**src/rtl/ias_mem_responder.sv**
```systemverilog
// ias_mem_responder
//   Memory-side responder for the IAS memory bus. Holds a 2**ADDR_W x DATA_W
//   storage array and serves single-word reads/writes from two requester
//   ports (CPU and host) over a req/ack handshake. Each access takes
//   WAIT_CYCLES extra cycles before its one-cycle ack. When both ports request
//   in the same cycle, the port that did not win the previous contended
//   arbitration is granted.
//
// Ports
//   clk, reset          rising-edge clock, synchronous active-high reset
//   cpu_req/we/addr/wdata   CPU request; held until cpu_ack
//   cpu_ack, cpu_rdata      CPU completion pulse, read data (held until next CPU read)
//   host_req/we/addr/wdata  host request (program load / debug readback)
//   host_ack, host_rdata    host completion pulse, read data
//   busy                    high while a transaction is in flight
module ias_mem_responder #(
  parameter int unsigned DATA_W      = 8,
  parameter int unsigned ADDR_W      = 4,
  parameter int unsigned WAIT_CYCLES = 1
) (
  input  logic              clk,
  input  logic              reset,
  input  logic              cpu_req,
  input  logic              cpu_we,
  input  logic [ADDR_W-1:0] cpu_addr,
  input  logic [DATA_W-1:0] cpu_wdata,
  output logic              cpu_ack,
  output logic [DATA_W-1:0] cpu_rdata,
  input  logic              host_req,
  input  logic              host_we,
  input  logic [ADDR_W-1:0] host_addr,
  input  logic [DATA_W-1:0] host_wdata,
  output logic              host_ack,
  output logic [DATA_W-1:0] host_rdata,
  output logic              busy
);

  typedef enum logic [1:0] {
    ST_IDLE,
    ST_WAIT,
    ST_RESP
  } state_t;

  localparam logic [3:0] WAIT_INIT = (WAIT_CYCLES == 0) ? 4'd0 : 4'(WAIT_CYCLES - 1);

  state_t            state;
  logic [3:0]        cnt;
  logic              last_host;
  logic              sel_host;
  logic              we_q;
  logic [ADDR_W-1:0] addr_q;
  logic [DATA_W-1:0] wdata_q;

  logic [DATA_W-1:0] mem [2**ADDR_W];

  logic              grant;
  logic              grant_host;
  logic              commit;
  logic              c_host;
  logic              c_we;
  logic [ADDR_W-1:0] c_addr;
  logic [DATA_W-1:0] c_wdata;

  // The commit operands come straight from the granted port when the access
  // commits on its grant edge (WAIT_CYCLES = 0); otherwise from the capture.
  always_comb begin
    grant      = cpu_req | host_req;
    grant_host = host_req & (~cpu_req | ~last_host);
    commit     = 1'b0;
    c_host     = sel_host;
    c_we       = we_q;
    c_addr     = addr_q;
    c_wdata    = wdata_q;
    if (state == ST_IDLE) begin
      commit  = grant && (WAIT_CYCLES == 0);
      c_host  = grant_host;
      c_we    = grant_host ? host_we    : cpu_we;
      c_addr  = grant_host ? host_addr  : cpu_addr;
      c_wdata = grant_host ? host_wdata : cpu_wdata;
    end else if (state == ST_WAIT) begin
      commit = (cnt == '0);
    end
  end

  // Storage is never cleared; a write coinciding with reset is dropped.
  always_ff @(posedge clk) begin
    if (!reset && commit && c_we) begin
      mem[c_addr] <= c_wdata;
    end
  end

  always_ff @(posedge clk) begin
    if (reset) begin
      state      <= ST_IDLE;
      cnt        <= '0;
      last_host  <= 1'b0;
      sel_host   <= 1'b0;
      we_q       <= 1'b0;
      addr_q     <= '0;
      wdata_q    <= '0;
      cpu_ack    <= 1'b0;
      host_ack   <= 1'b0;
      cpu_rdata  <= '0;
      host_rdata <= '0;
      busy       <= 1'b0;
    end else begin
      cpu_ack  <= 1'b0;
      host_ack <= 1'b0;
      case (state)
        ST_IDLE: begin
          if (grant) begin
            sel_host <= c_host;
            we_q     <= c_we;
            addr_q   <= c_addr;
            wdata_q  <= c_wdata;
            busy     <= 1'b1;
            // Fairness memory only moves when the two ports actually contend.
            if (cpu_req && host_req) begin
              last_host <= grant_host;
            end
            if (WAIT_CYCLES == 0) begin
              state <= ST_RESP;
            end else begin
              state <= ST_WAIT;
              cnt   <= WAIT_INIT;
            end
          end
        end
        ST_WAIT: begin
          if (cnt == '0) begin
            state <= ST_RESP;
          end else begin
            cnt <= cnt - 4'd1;
          end
        end
        ST_RESP: begin
          state <= ST_IDLE;
          busy  <= 1'b0;
        end
        default: begin
          state <= ST_IDLE;
          busy  <= 1'b0;
        end
      endcase

      if (commit) begin
        if (c_host) begin
          host_ack <= 1'b1;
        end else begin
          cpu_ack <= 1'b1;
        end
        if (!c_we) begin
          if (c_host) begin
            host_rdata <= mem[c_addr];
          end else begin
            cpu_rdata <= mem[c_addr];
          end
        end
      end
    end
  end

endmodule

```
**config.mk**
```make
export PLATFORM = sky130hd
export DESIGN_NAME = ias_mem_responder
export DESIGN_NICKNAME = d
export VERILOG_FILES = /design/src/rtl/ias_mem_responder.sv
export SDC_FILE = /design/constraint.sdc
export NUM_CORES = 1
export LEC_CHECK = 0
export ABC_AREA = 1
export BUFFER_PORTS_ARGS = -buffer_cell sky130_fd_sc_hd__buf_2
export CAP_MARGIN = 20
export CORE_UTILIZATION = 60
export CTS_CLUSTER_DIAMETER = 120
export CTS_CLUSTER_SIZE = 14
export DETAILED_ROUTE_END_ITERATION = 7
export PLACE_DENSITY = 0.79
export SETUP_SLACK_MARGIN = 0.15
export SKIP_CTS_REPAIR_TIMING = 1
export SLEW_MARGIN = 20
export SYNTH_ARGS = -nofsm -noshare
export SYNTH_HDL_FRONTEND = slang
export SYNTH_SLANG_ARGS = --single-unit
```
**constraint.sdc**
```tcl
create_clock -name clk -period 6.05 [get_ports clk]
set_input_delay 1.21 -clock clk [delete_from_list [all_inputs] [get_ports clk]]
set_output_delay 1.21 -clock clk [all_outputs]
set_load 0.01 [all_outputs]
```
==> results summary <==
The run finished with clean final reports. Leaving out fill and tap cells, the most frequent cell in the layout is sky130_fd_sc_hd__nand2_1. The placer congestion estimate is a little under 0.9. Max-cap violations in this run came to 0.

The critical setup path kind is input port to register. The cell type contributing the most total cell area after synthesis is sky130_fd_sc_hd__edfxtp_1. The clock reaches the later pin of the worst-skew pair after 0.43 ns. The total power per unit cell area is approximately 410 nW/um^2. The sequential group share of total power came out at 40.5%. Summed over all nets, the half-perimeter wirelength after detailed placement is 11190 um. The filler cell count came out at about 890. The area growth from synthesis to final layout came out at 12.28%. The number of detailed-route iterations in the first pass is 6. In this run the tightest slew margin relative to its limit is between 20 and 25%.

The horizontal extent of the die came out at between 100 and 150 um. The cell area that synthesis handed to floorplanning was 7387 um^2. The depth of the CTS H-tree came out at 4. The ratio of cells with drive above 1 in the final layout came out at between 10 and 15%. The critical path data arrival time is 3.79 ns. The largest fanout of any net on the critical path is 34.

The total area inside the core boundary comes to roughly 12000 um^2. The number of design rule violations left after detail routing came out at 0. The sort of element at the end of the critical path is a register. The final count of pins violating max slew came out at 0. The final instance count without filler cells came out at a little under 1000. The number of antenna repair diodes is 0.

IR analysis of the VDD net gives a maximum drop of around 0.21 mV. The global router's overall resource usage came out at between 20% and 30%. For this block, the routed nets add up to about 18000 um of wire. The placed instances occupy a cell area of 7640 um^2.

The post-detailed-route via-to-cell ratio came out at 5.820. The number of top-level design ports is approximately 50. Setup violations remaining at the end of the flow were counted as 0. The worst setup slack before clock tree synthesis is 1.925 ns. STA classifies the critical path startpoint as an input port. Adding up every negative setup slack in the final design gives 0 ns. On the critical path the largest part of the delay comes from simple AND/OR/NAND/NOR gates.

In this run the remaining antenna-violating nets after routing total 0. During synthesis, Yosys emitted a total of 0 warnings. The signal on the critical path passes through buf_2 > nand2_1 > nand2_4 > nand2_1 > nand3_2 > nand2_1 > nand3_1 > nor2_1. In this run the static leakage power is roughly 3.5 nW. The initial DRC count is 711. The CTS sink count came out at roughly 170.

In this run the worst hold path is classified as register to register. Setup slack on the critical path of the routed design comes to 2.325 ns. The transition at the pin with the smallest max-transition slack came out at about 1.2 ns. In this design, the stage delay of the slowest critical-path cell is about 0.64 ns. After clock tree synthesis, the clock-pin slew on the worst setup and hold paths is approximately 0.060 ns. The floorplan die height came out at 113.0 um. The total number of vias came out at 5669. The top cell types in the final layout, fill and taps aside, are sky130_fd_sc_hd__nand2_1, sky130_fd_sc_hd__edfxtp_1, sky130_fd_sc_hd__nand3_1. The first global-routing pass estimated around 28000 um of wire.

The worst path required time is between 6 and 7 ns. The worst-case hold slack came out at between 0.4 and 0.5 ns. The clock tree skew after final layout came out at between 0.009 and 0.01 ns. The number of cells in the design after placement came out at around 940.

The TritonCTS buffer count came out at 17. The peak clock frequency supported by timing is roughly 0.27 GHz. The buffer depth of the longest clock path came out at 2.

The setup check on the worst reg-to-reg path leaves a slack of ~2.6 ns. The finished cells cover between 8000 and 9000 um^2. The number of antenna violations at the first check in global routing came out at 0. The routed wire length per instance came out at 18.17 um.

The TritonCTS clock tree is built. The starting density of the core came out at between 60% and 70%. The cell type of the slowest stage on the worst timing path is sky130_fd_sc_hd__nor2_1.

The via count of the first global-routing pass came out at roughly 5400. The area of the die is ~13000 um^2. By area the synthesized netlist is led by sky130_fd_sc_hd__edfxtp_1, sky130_fd_sc_hd__nand2_1, sky130_fd_sc_hd__dfxtp_1.

The internal cell power came out at ~2.2 mW. When the netlist entered floorplanning its net count stood at between 800 and 900. Summed over its instances, the top area cell type makes up a little over half of the synthesized netlist area. The tree is rooted in a sky130_fd_sc_hd__clkbuf_16. The post-synthesis register bit count is roughly 170. The worst path uses ~62% of the clock period.

The portion of the post-synthesis area used by sequential elements came out at 62.87%. The largest net degree at the start of global routing came out at 58. Setup repair after global routing left no endpoint under its margin. After floorplanning, the core was divided into 40 placement rows.

The final number of hold-violating endpoints came out at 0. Summed over all nets, the switching power comes to roughly 1.1 mW. The gate count of the mapped netlist came out at ~780.

The power share of the combinational group is a little over a quarter. The final period demand of the worst path is roughly 3.7 ns. The number of port buffers came out at 48.

The mean cell area of the mapped netlist came out at roughly 9.5 um^2. By instance count, the cell type seen most on the critical path is sky130_fd_sc_hd__nand2_1. Net switching is roughly a third of the power. The final net count came out at 845.

Yosys mapped the design onto 31 distinct sky130hd cell types. Together, buffers and inverters on the worst path number 1. The share of total power in the clock network came out at between 30% and 40%.

The overall overflow remaining after global route is 0.
-- cell type report --
type                            count  area (um^2)  area share, %
Clock buffer                       20        489.2          5.898
Clock inverter                     12        135.1          1.629
Inverter                           37        143.9          1.735
Multi-Input combinational cell    538         2415          29.11
Sequential cell                   168         4644          56.00
Tap cell                          147        183.9          2.218
Timing Repair Buffer               52        282.8          3.409
-- power by group through the flow --
stage          Sequential [mW]  Clock (mW)  Combinational (mW)
2_1_floorplan             1.40           0               0.623
3_3_place_gp              1.39           0               0.855
5_1_grt                   1.38        1.17               0.992
3_5_place_dp              1.39           0               0.873
6_report                  1.37        1.11               0.901
4_1_cts                   1.37        1.12               0.880
-- kinds of logic (layout without fill, tap and decap cells) --
| family | after synthesis | after routing | synth area share (%) |
|---|---|---|---|
| buffers and inverters | 75 | 121 | 4.929 |
| AO/OA/AOI/OAI | 68 | 68 | 5.217 |
| adder cells (fa/ha/maj) | 1 | 1 | 0.1693 |
| AND/OR/NAND/NOR | 467 | 467 | 26.58 |
| XOR/XNOR | 2 | 2 | 0.2372 |
| flip-flops | 168 | 168 | 62.87 |
-- worst paths after layout --
kind | start | to | cells past startpoint
worst max-delay path | cpu_req | mem[8][2] | 8
worst min register to register | cnt[0] | cnt[0] | 2
worst max register to register | state[1] | mem[8][2] | 5
worst min-delay path | cnt[0] | cnt[0] | 2
-- cells in the mapped netlist, drive strengths merged --
master and n:
o21ai 44, xnor2 1, a21oi 22, nor3 7
a31oi 1, nand4 1, buf 28, nor2 43
a211oi 1, nand2 306, dfxtp 40, ha 1
inv 37, nand3 110, xor2 1, clkbuf 10
edfxtp 128
-- metrics by stage --
stage / util (%) / power (mW)
global placement: 63.60 / 2.247
floorplan: - / 2.023
CTS: 68.80 / 3.369
finish: 69.05 / 3.384
detailed placement: 63.60 / 2.268
global route: 69.05 / 3.535
-- worst min-delay path, stage by stage, from the launching register on --
cell	delay [ns]
sky130_fd_sc_hd__dfxtp_1	0.31
sky130_fd_sc_hd__nand2_1	0.06
sky130_fd_sc_hd__a21oi_1	0.06
-- layer usage --
layer / part of all wire [%] / track usage (%) / vias to the layer above / routed length [um]
met1: 40 / 38.24 / 2656 / 7100
met3: 8.4 / 7.284 / 50 / 1490
met4: 3.2 / 13.07 / 0 / 563
met5: 0 / 0 / - / 0
li1: - / - / 2684 / -
met2: 48 / 46.67 / 279 / 8541
-- registers in the layout (all words and copies together), names as in the netlist --
register    count
cpu_ack         1
cnt             4
addr_q          4
sel_host        1
host_ack        1
state           2
last_host       1
busy            1
cpu_rdata       8
mem           128
wdata_q         8
we_q            1
host_rdata      8
Power figures use the tool's default switching activity.
